### config.mk
export PLATFORM = sky130hd
export DESIGN_NAME = tile_capture5x5
export DESIGN_NICKNAME = d
export VERILOG_FILES = /design/src/rtl/tile_capture5x5.sv
export SDC_FILE = /design/constraint.sdc
export NUM_CORES = 1
export LEC_CHECK = 0
export CORE_UTILIZATION = 57
export DETAILED_ROUTE_END_ITERATION = 16
export GPL_ROUTABILITY_DRIVEN = 0
export PLACE_DENSITY = 0.86
export SLEW_MARGIN = 30
export SYNTH_ARGS = -nofsm -noshare
export SYNTH_HDL_FRONTEND = slang
export SYNTH_SLANG_ARGS = --single-unit
### constraint.sdc
create_clock -name clock -period 13.6 [get_ports clock]
set_input_delay 3.4 -clock clock [delete_from_list [all_inputs] [get_ports clock]]
set_output_delay 3.4 -clock clock [all_outputs]
set_load 0.03 [all_outputs]
### src/rtl/tile_capture5x5.sv
// tile_capture5x5: snoops the pixel-plot stream and rebuilds the 5x5 shape bitmap and colour of one armed tile.
// Optional plot-free timeout in CAPTURE is enabled by defining TILE_CAPTURE_TIMEOUT_EN.
module tile_capture5x5 #(
    parameter int unsigned TIMEOUT_CYCLES = 64,
    parameter logic [2:0]  BG_COLOUR      = 3'b000,
    localparam int unsigned TW    = 5,
    localparam int unsigned XW    = 8,
    localparam int unsigned YW    = 7,
    localparam int unsigned CW    = 3,
    localparam int unsigned NPIX  = 25,
    localparam int unsigned CNT_W = 5
) (
    input  logic             clock,
    input  logic             reset_n,
    input  logic             arm_i,
    input  logic [TW-1:0]    tile_x_i,
    input  logic [TW-1:0]    tile_y_i,
    input  logic             plot_i,
    input  logic [XW-1:0]    x_i,
    input  logic [YW-1:0]    y_i,
    input  logic [CW-1:0]    colour_i,
    output logic [NPIX-1:0]  shape_o,
    output logic [CW-1:0]    shape_colour_o,
    output logic [CNT_W-1:0] pix_count_o,
    output logic             busy_o,
    output logic             done_o,
    output logic             error_o,
    output logic             col_mismatch_o
);

    // The idle counter is 8 bits wide, so the timeout must fit in 1..256 cycles.
    if (TIMEOUT_CYCLES < 1 || TIMEOUT_CYCLES > 256) begin : g_bad_timeout
        $error("tile_capture5x5: TIMEOUT_CYCLES must be in 1..256");
    end

    typedef enum logic [1:0] {S_IDLE, S_CAPTURE, S_DONE, S_ERR} state_e;

    state_e            state_q, state_d;
    logic              busy_q, busy_d, done_q, done_d, error_q, error_d;
    logic [XW-1:0]     bx_q, bx_d;
    logic [YW-1:0]     by_q, by_d;
    logic [NPIX-1:0]   shape_q, shape_d;
    logic [CW-1:0]     shape_colour_q, shape_colour_d;
    logic [CNT_W-1:0]  pix_count_q, pix_count_d;
    logic              have_colour_q, have_colour_d;
    logic              col_mismatch_q, col_mismatch_d;

    logic [XW-1:0]     dx;
    logic [YW-1:0]     dy;
    logic [CNT_W-1:0]  pix_idx;
    logic              in_tile, take, accept, order_fault, timeout, lit;

    // Tile hit test; subtraction is guarded so a base near the edge never wraps onto low coordinates.
    always_comb begin
        dx          = x_i - bx_q;
        dy          = y_i - by_q;
        in_tile     = (x_i >= bx_q) && (y_i >= by_q) && (dx < XW'(5)) && (dy < YW'(5));
        pix_idx     = CNT_W'(dy) * CNT_W'(5) + CNT_W'(dx);
        take        = (state_q == S_CAPTURE) && plot_i && !arm_i && in_tile;
        accept      = take && (pix_idx == pix_count_q);
        order_fault = take && !accept;
        lit         = (colour_i != BG_COLOUR);
    end

`ifdef TILE_CAPTURE_TIMEOUT_EN
    logic [7:0] idle_q, idle_d;

    always_comb begin
        idle_d  = '0;
        timeout = 1'b0;
        if (state_q == S_CAPTURE && !arm_i && !accept) begin
            idle_d  = idle_q + 8'd1;
            timeout = (idle_q == 8'(TIMEOUT_CYCLES - 1));
        end
    end

    always_ff @(posedge clock) begin
        if (!reset_n) idle_q <= '0;
        else          idle_q <= idle_d;
    end
`else
    assign timeout = 1'b0;
`endif

    // Next-state logic.
    always_comb begin
        state_d = state_q;
        unique case (state_q)
            S_IDLE:    if (arm_i) state_d = S_CAPTURE;
            S_CAPTURE: begin
                if (arm_i)                                               state_d = S_CAPTURE;
                else if (order_fault || timeout)                         state_d = S_ERR;
                else if (accept && pix_count_q == CNT_W'(NPIX - 1))      state_d = S_DONE;
            end
            S_DONE:    state_d = arm_i ? S_CAPTURE : S_IDLE;
            S_ERR:     if (arm_i) state_d = S_CAPTURE;
            default:   state_d = S_IDLE;
        endcase
    end

    // Status outputs follow the state being entered, so they are registered alongside it.
    always_comb begin
        busy_d  = (state_d == S_CAPTURE);
        done_d  = (state_d == S_DONE);
        error_d = (state_d == S_ERR);
    end

    // Capture datapath: arm clears everything, an accepted pixel fills the next raster bit.
    always_comb begin
        bx_d           = bx_q;
        by_d           = by_q;
        shape_d        = shape_q;
        shape_colour_d = shape_colour_q;
        pix_count_d    = pix_count_q;
        have_colour_d  = have_colour_q;
        col_mismatch_d = col_mismatch_q;
        if (arm_i) begin
            bx_d           = XW'(tile_x_i) * XW'(5);
            by_d           = YW'(tile_y_i) * YW'(5);
            shape_d        = '0;
            shape_colour_d = '0;
            pix_count_d    = '0;
            have_colour_d  = 1'b0;
            col_mismatch_d = 1'b0;
        end else if (accept) begin
            shape_d[CNT_W'(NPIX - 1) - pix_count_q] = lit;
            pix_count_d = pix_count_q + CNT_W'(1);
            if (lit) begin
                if (!have_colour_q) begin
                    shape_colour_d = colour_i;
                    have_colour_d  = 1'b1;
                end else if (colour_i != shape_colour_q) begin
                    col_mismatch_d = 1'b1;
                end
            end
        end
    end

    always_ff @(posedge clock) begin
        if (!reset_n) begin
            state_q        <= S_IDLE;
            busy_q         <= 1'b0;
            done_q         <= 1'b0;
            error_q        <= 1'b0;
            bx_q           <= '0;
            by_q           <= '0;
            shape_q        <= '0;
            shape_colour_q <= '0;
            pix_count_q    <= '0;
            have_colour_q  <= 1'b0;
            col_mismatch_q <= 1'b0;
        end else begin
            state_q        <= state_d;
            busy_q         <= busy_d;
            done_q         <= done_d;
            error_q        <= error_d;
            bx_q           <= bx_d;
            by_q           <= by_d;
            shape_q        <= shape_d;
            shape_colour_q <= shape_colour_d;
            pix_count_q    <= pix_count_d;
            have_colour_q  <= have_colour_d;
            col_mismatch_q <= col_mismatch_d;
        end
    end

    assign shape_o        = shape_q;
    assign shape_colour_o = shape_colour_q;
    assign pix_count_o    = pix_count_q;
    assign busy_o         = busy_q;
    assign done_o         = done_q;
    assign error_o        = error_q;
    assign col_mismatch_o = col_mismatch_q;

endmodule
==> results by group <==
Status
  • Status: complete, no violations

Synth
  • Mapped Cells: 416
  • FF+latch count, synth: 55
  • YS warnings: 0
  • Ys async rst share: 0%
  • Cell Area, Synth: 0.00373 sq mm
  • Seq/Total Area, Yosys: 29.6%
  • Unique masters post-synth: 50
  • Top_reg_cell synth: dfxtp_1
  • Synthesized Nets: just under 500
  • Number of flops mapped to enable cells by yosys: 0
  • Synthesized area per cell: around 9.0 sq um

Critical path
  • R2R Setup Slk: 9.11 ns
  • Crit path required time: 13.77 ns
  • Critical Path AT: 7.84 ns
  • CP Launch Type: input port
  • CP Max Fanout: 21
  • RR Startpoint: by_q[0]
  • CP endpoint kind: flop
  • Worst R2R Path Depth: 16
  • Kind of critical path: in -> reg
  • R2r endpoint: shape_o[19]

Timing
  • Minimum clock period after layout: 7.67 ns
  • Pins Over Slew Limit: 0
  • Worst-Margin Slew: 0.747 ns
  • Final setup fails: 0
  • TNS Setup: 0 ns
  • FMAX: between 100 and 150 MHz
  • Final period util: 56.4%
  • Final Hold Viols: 0
  • Max-slew headroom: 50.0%
  • RSZ-0062 raised after global routing: no
  • Clock Skews: about 0.017 ns
  • Final WS setup: 5.93 ns

Final layout
  • Most common cell after layout, fill and taps aside: clkdlybuf4s50_1
  • Final Cell Area: 0.00454 sq mm
  • Most frequent cells in the layout: 68 x clkdlybuf4s50_1, 55 x dfxtp_1, 42 x ha_1
  • Area delta synth->final: 21.8%
  • Layout cell share with drive strength beyond 1: ~4.2%
  • Nets: 554
  • Diode count: 0

Route
  • Via count: 3108
  • Pre-Repair DR Iteration Count: 4
  • Iteration-0 DRC Markers: 161
  • Antenna-violating nets left: 0
  • Avg WL per Cell: 14.8 microns
  • DR DRC count: 0
  • Via density: between 5 and 6
  • Total wire length: 8180 microns

Clock tree
  • Hold-fix buffers, CTS: 0
  • TritonCTS clock tree: built
  • Root buffer cell: clkbuf_8
  • Depth of the CTS H-tree: 2
  • Clk buf depth: 2
  • Post-CTS setup buffers: 0
  • Clock Latency Late Sink: 0.32 ns
  • CTS Sinks: 55
  • Register clock-pin slew on the reported worst setup and hold paths: 0.11 ns
  • CTS buffer count: 5
  • Post_cts resized: 0

Global routing
  • Vias in the first global route: 3030
  • First-pass GRT wire length: 13900 microns
  • Largest net degree at the start of global routing: 33
  • Antenna violations before repair: 0
  • Total gr overflow: 0
  • Total GRT Usage: 24.3%

Pwr
  • VDD IR max: 0.0683 mV
  • P per Cell Area: around 88 mW/mm^2
  • Leakage: 1.99 nW
  • Total chip power: approximately 400 uW

Min path
  • Min-Delay Path Class: reg -> reg
  • Hold depth: 2
  • Hold EP: shape_o[9]
  • Hold Startpoint: shape_o[9]

Place
  • Post-DP Area: ~0.0044 sq mm
  • Detailed placement HPWL: 5910 microns
  • PortBufs: 68
  • Pre-CTS WS: around 5.7 ns

Floorplanning
  • Die ar.: 0.00686 sq mm
  • I/O pins: 69
  • Cell Rows: 29
  • Initial cell density of the core: 59.0%
  • Horiz. Die Dim: 82.9 microns
  • Core footprint: 0.00631 sq mm
  • Chip height: 82.9 microns

Job
  • Max-cap viol count: 0
==> cell usage after synthesis (5+ instances only) <==
| library cell | instances | area [sq um] |
|---|---|---|
| a21o_1 | 5 | 37.5 |
| a21oi_1 | 18 | 90.1 |
| clkbuf_1 | 13 | 48.8 |
| dfxtp_1 | 55 | 1100 |
| fa_1 | 6 | 120 |
| ha_1 | 42 | 526 |
| inv_1 | 33 | 124 |
| mux2i_1 | 39 | 390 |
| nand2_1 | 41 | 154 |
| nand3_1 | 18 | 90.1 |
| nand4_1 | 10 | 62.6 |
| nor2_1 | 14 | 52.6 |
| nor2b_1 | 18 | 113 |
| nor3_1 | 6 | 30.0 |
| nor4_1 | 5 | 31.3 |
| o21ai_0 | 5 | 25.0 |
| xnor2_1 | 18 | 158 |
| xor2_1 | 7 | 61.3 |
==> per-stage QoR <==
stage	utilization [%]	hold WS, ns	instances
detailed placement	70.3	0.454	544
floorplan	-	0.437	416
global route	71.9	0.481	552
finish	71.9	0.470	552
CTS	71.9	0.471	552
global placement	70.0	0.449	543
==> final cells by class <==
cell class | instances | area [sq um]
multi-input cells | 307 | 2400
repair buffers | 71 | 711
inverters | 34 | 128
flip-flops and latches | 55 | 1100
well taps | 77 | 96.3
clock inverters | 2 | 18.8
clock buffers | 6 | 82.6
fillers | 493 | 1780
==> sequential cells by signal, indices dropped and copies added, names as in the netlist <==
| signal | cells |
|---|---|
| by_q | 7 |
| busy_o | 1 |
| col_mismatch_o | 1 |
| pix_count_o | 5 |
| shape_colour_o | 3 |
| shape_o | 25 |
| done_o | 1 |
| error_o | 1 |
| have_colour_q | 1 |
| state_q | 2 |
| bx_q | 8 |
==> metal layers <==
| layer | global-route usage, % | share of wire [%] | routed length [microns] |
|---|---|---|---|
| met1 | 32.0 | 46 | 3730 |
| met2 | 40.2 | 48 | 3950 |
| met3 | 4.47 | 4.8 | 396 |
| met4 | 7.99 | 1.2 | 96 |
| met5 | 0 | 0 | 0 |
==> cells by family (layout without fill, tap and decap cells) <==
group                    after synthesis  count (layout)  share of synthesized area [%]
AND/OR/NAND/NOR                      131             131                           18.1
XOR/XNOR                              27              27                           7.09
flip-flops                            55              55                           29.6
buffers and inverters                 54             113                           6.08
AO/OA/AOI/OAI                         62              62                           11.4
multiplexers                          39              39                           10.5
adder cells (fa/ha/maj)               48              48                           17.3
==> power by group <==
part           switching (mW)  internal (mW)  total (mW)
Combinational          0.0650         0.0678       0.133
Clock                  0.0588         0.0427       0.102
Sequential            0.00222          0.165       0.167
Total                   0.126          0.276       0.402
==> how the worst max path moves through the flow <==
stage / to / cells after the start / start
detailed placement: shape_o[19] / 18 / y_i[0]
global placement: shape_o[19] / 17 / y_i[0]
global route: shape_o[19] / 18 / y_i[0]
CTS: shape_o[19] / 18 / y_i[0]
floorplan: shape_colour_o[0] / 17 / y_i[0]
finish: shape_o[19] / 18 / y_i[0]
==> worst max-delay path, cell delays in order <==
cell             delay (ns)
clkdlybuf4s50_1        0.41
inv_1                  0.06
ha_1                   0.15
inv_1                  0.05
fa_1                   0.42
xor2_1                 0.28
ha_1                   0.29
ha_1                   0.31
ha_1                   0.30
a21o_1                 0.15
a21oi_1                0.17
xnor3_1                0.34
xnor2_1                0.19
nand3_2                0.17
nor3_4                 0.61
buf_8                  0.25
nand4_1                0.14
mux2i_1                0.15
Power figures use the tool's default switching activity.
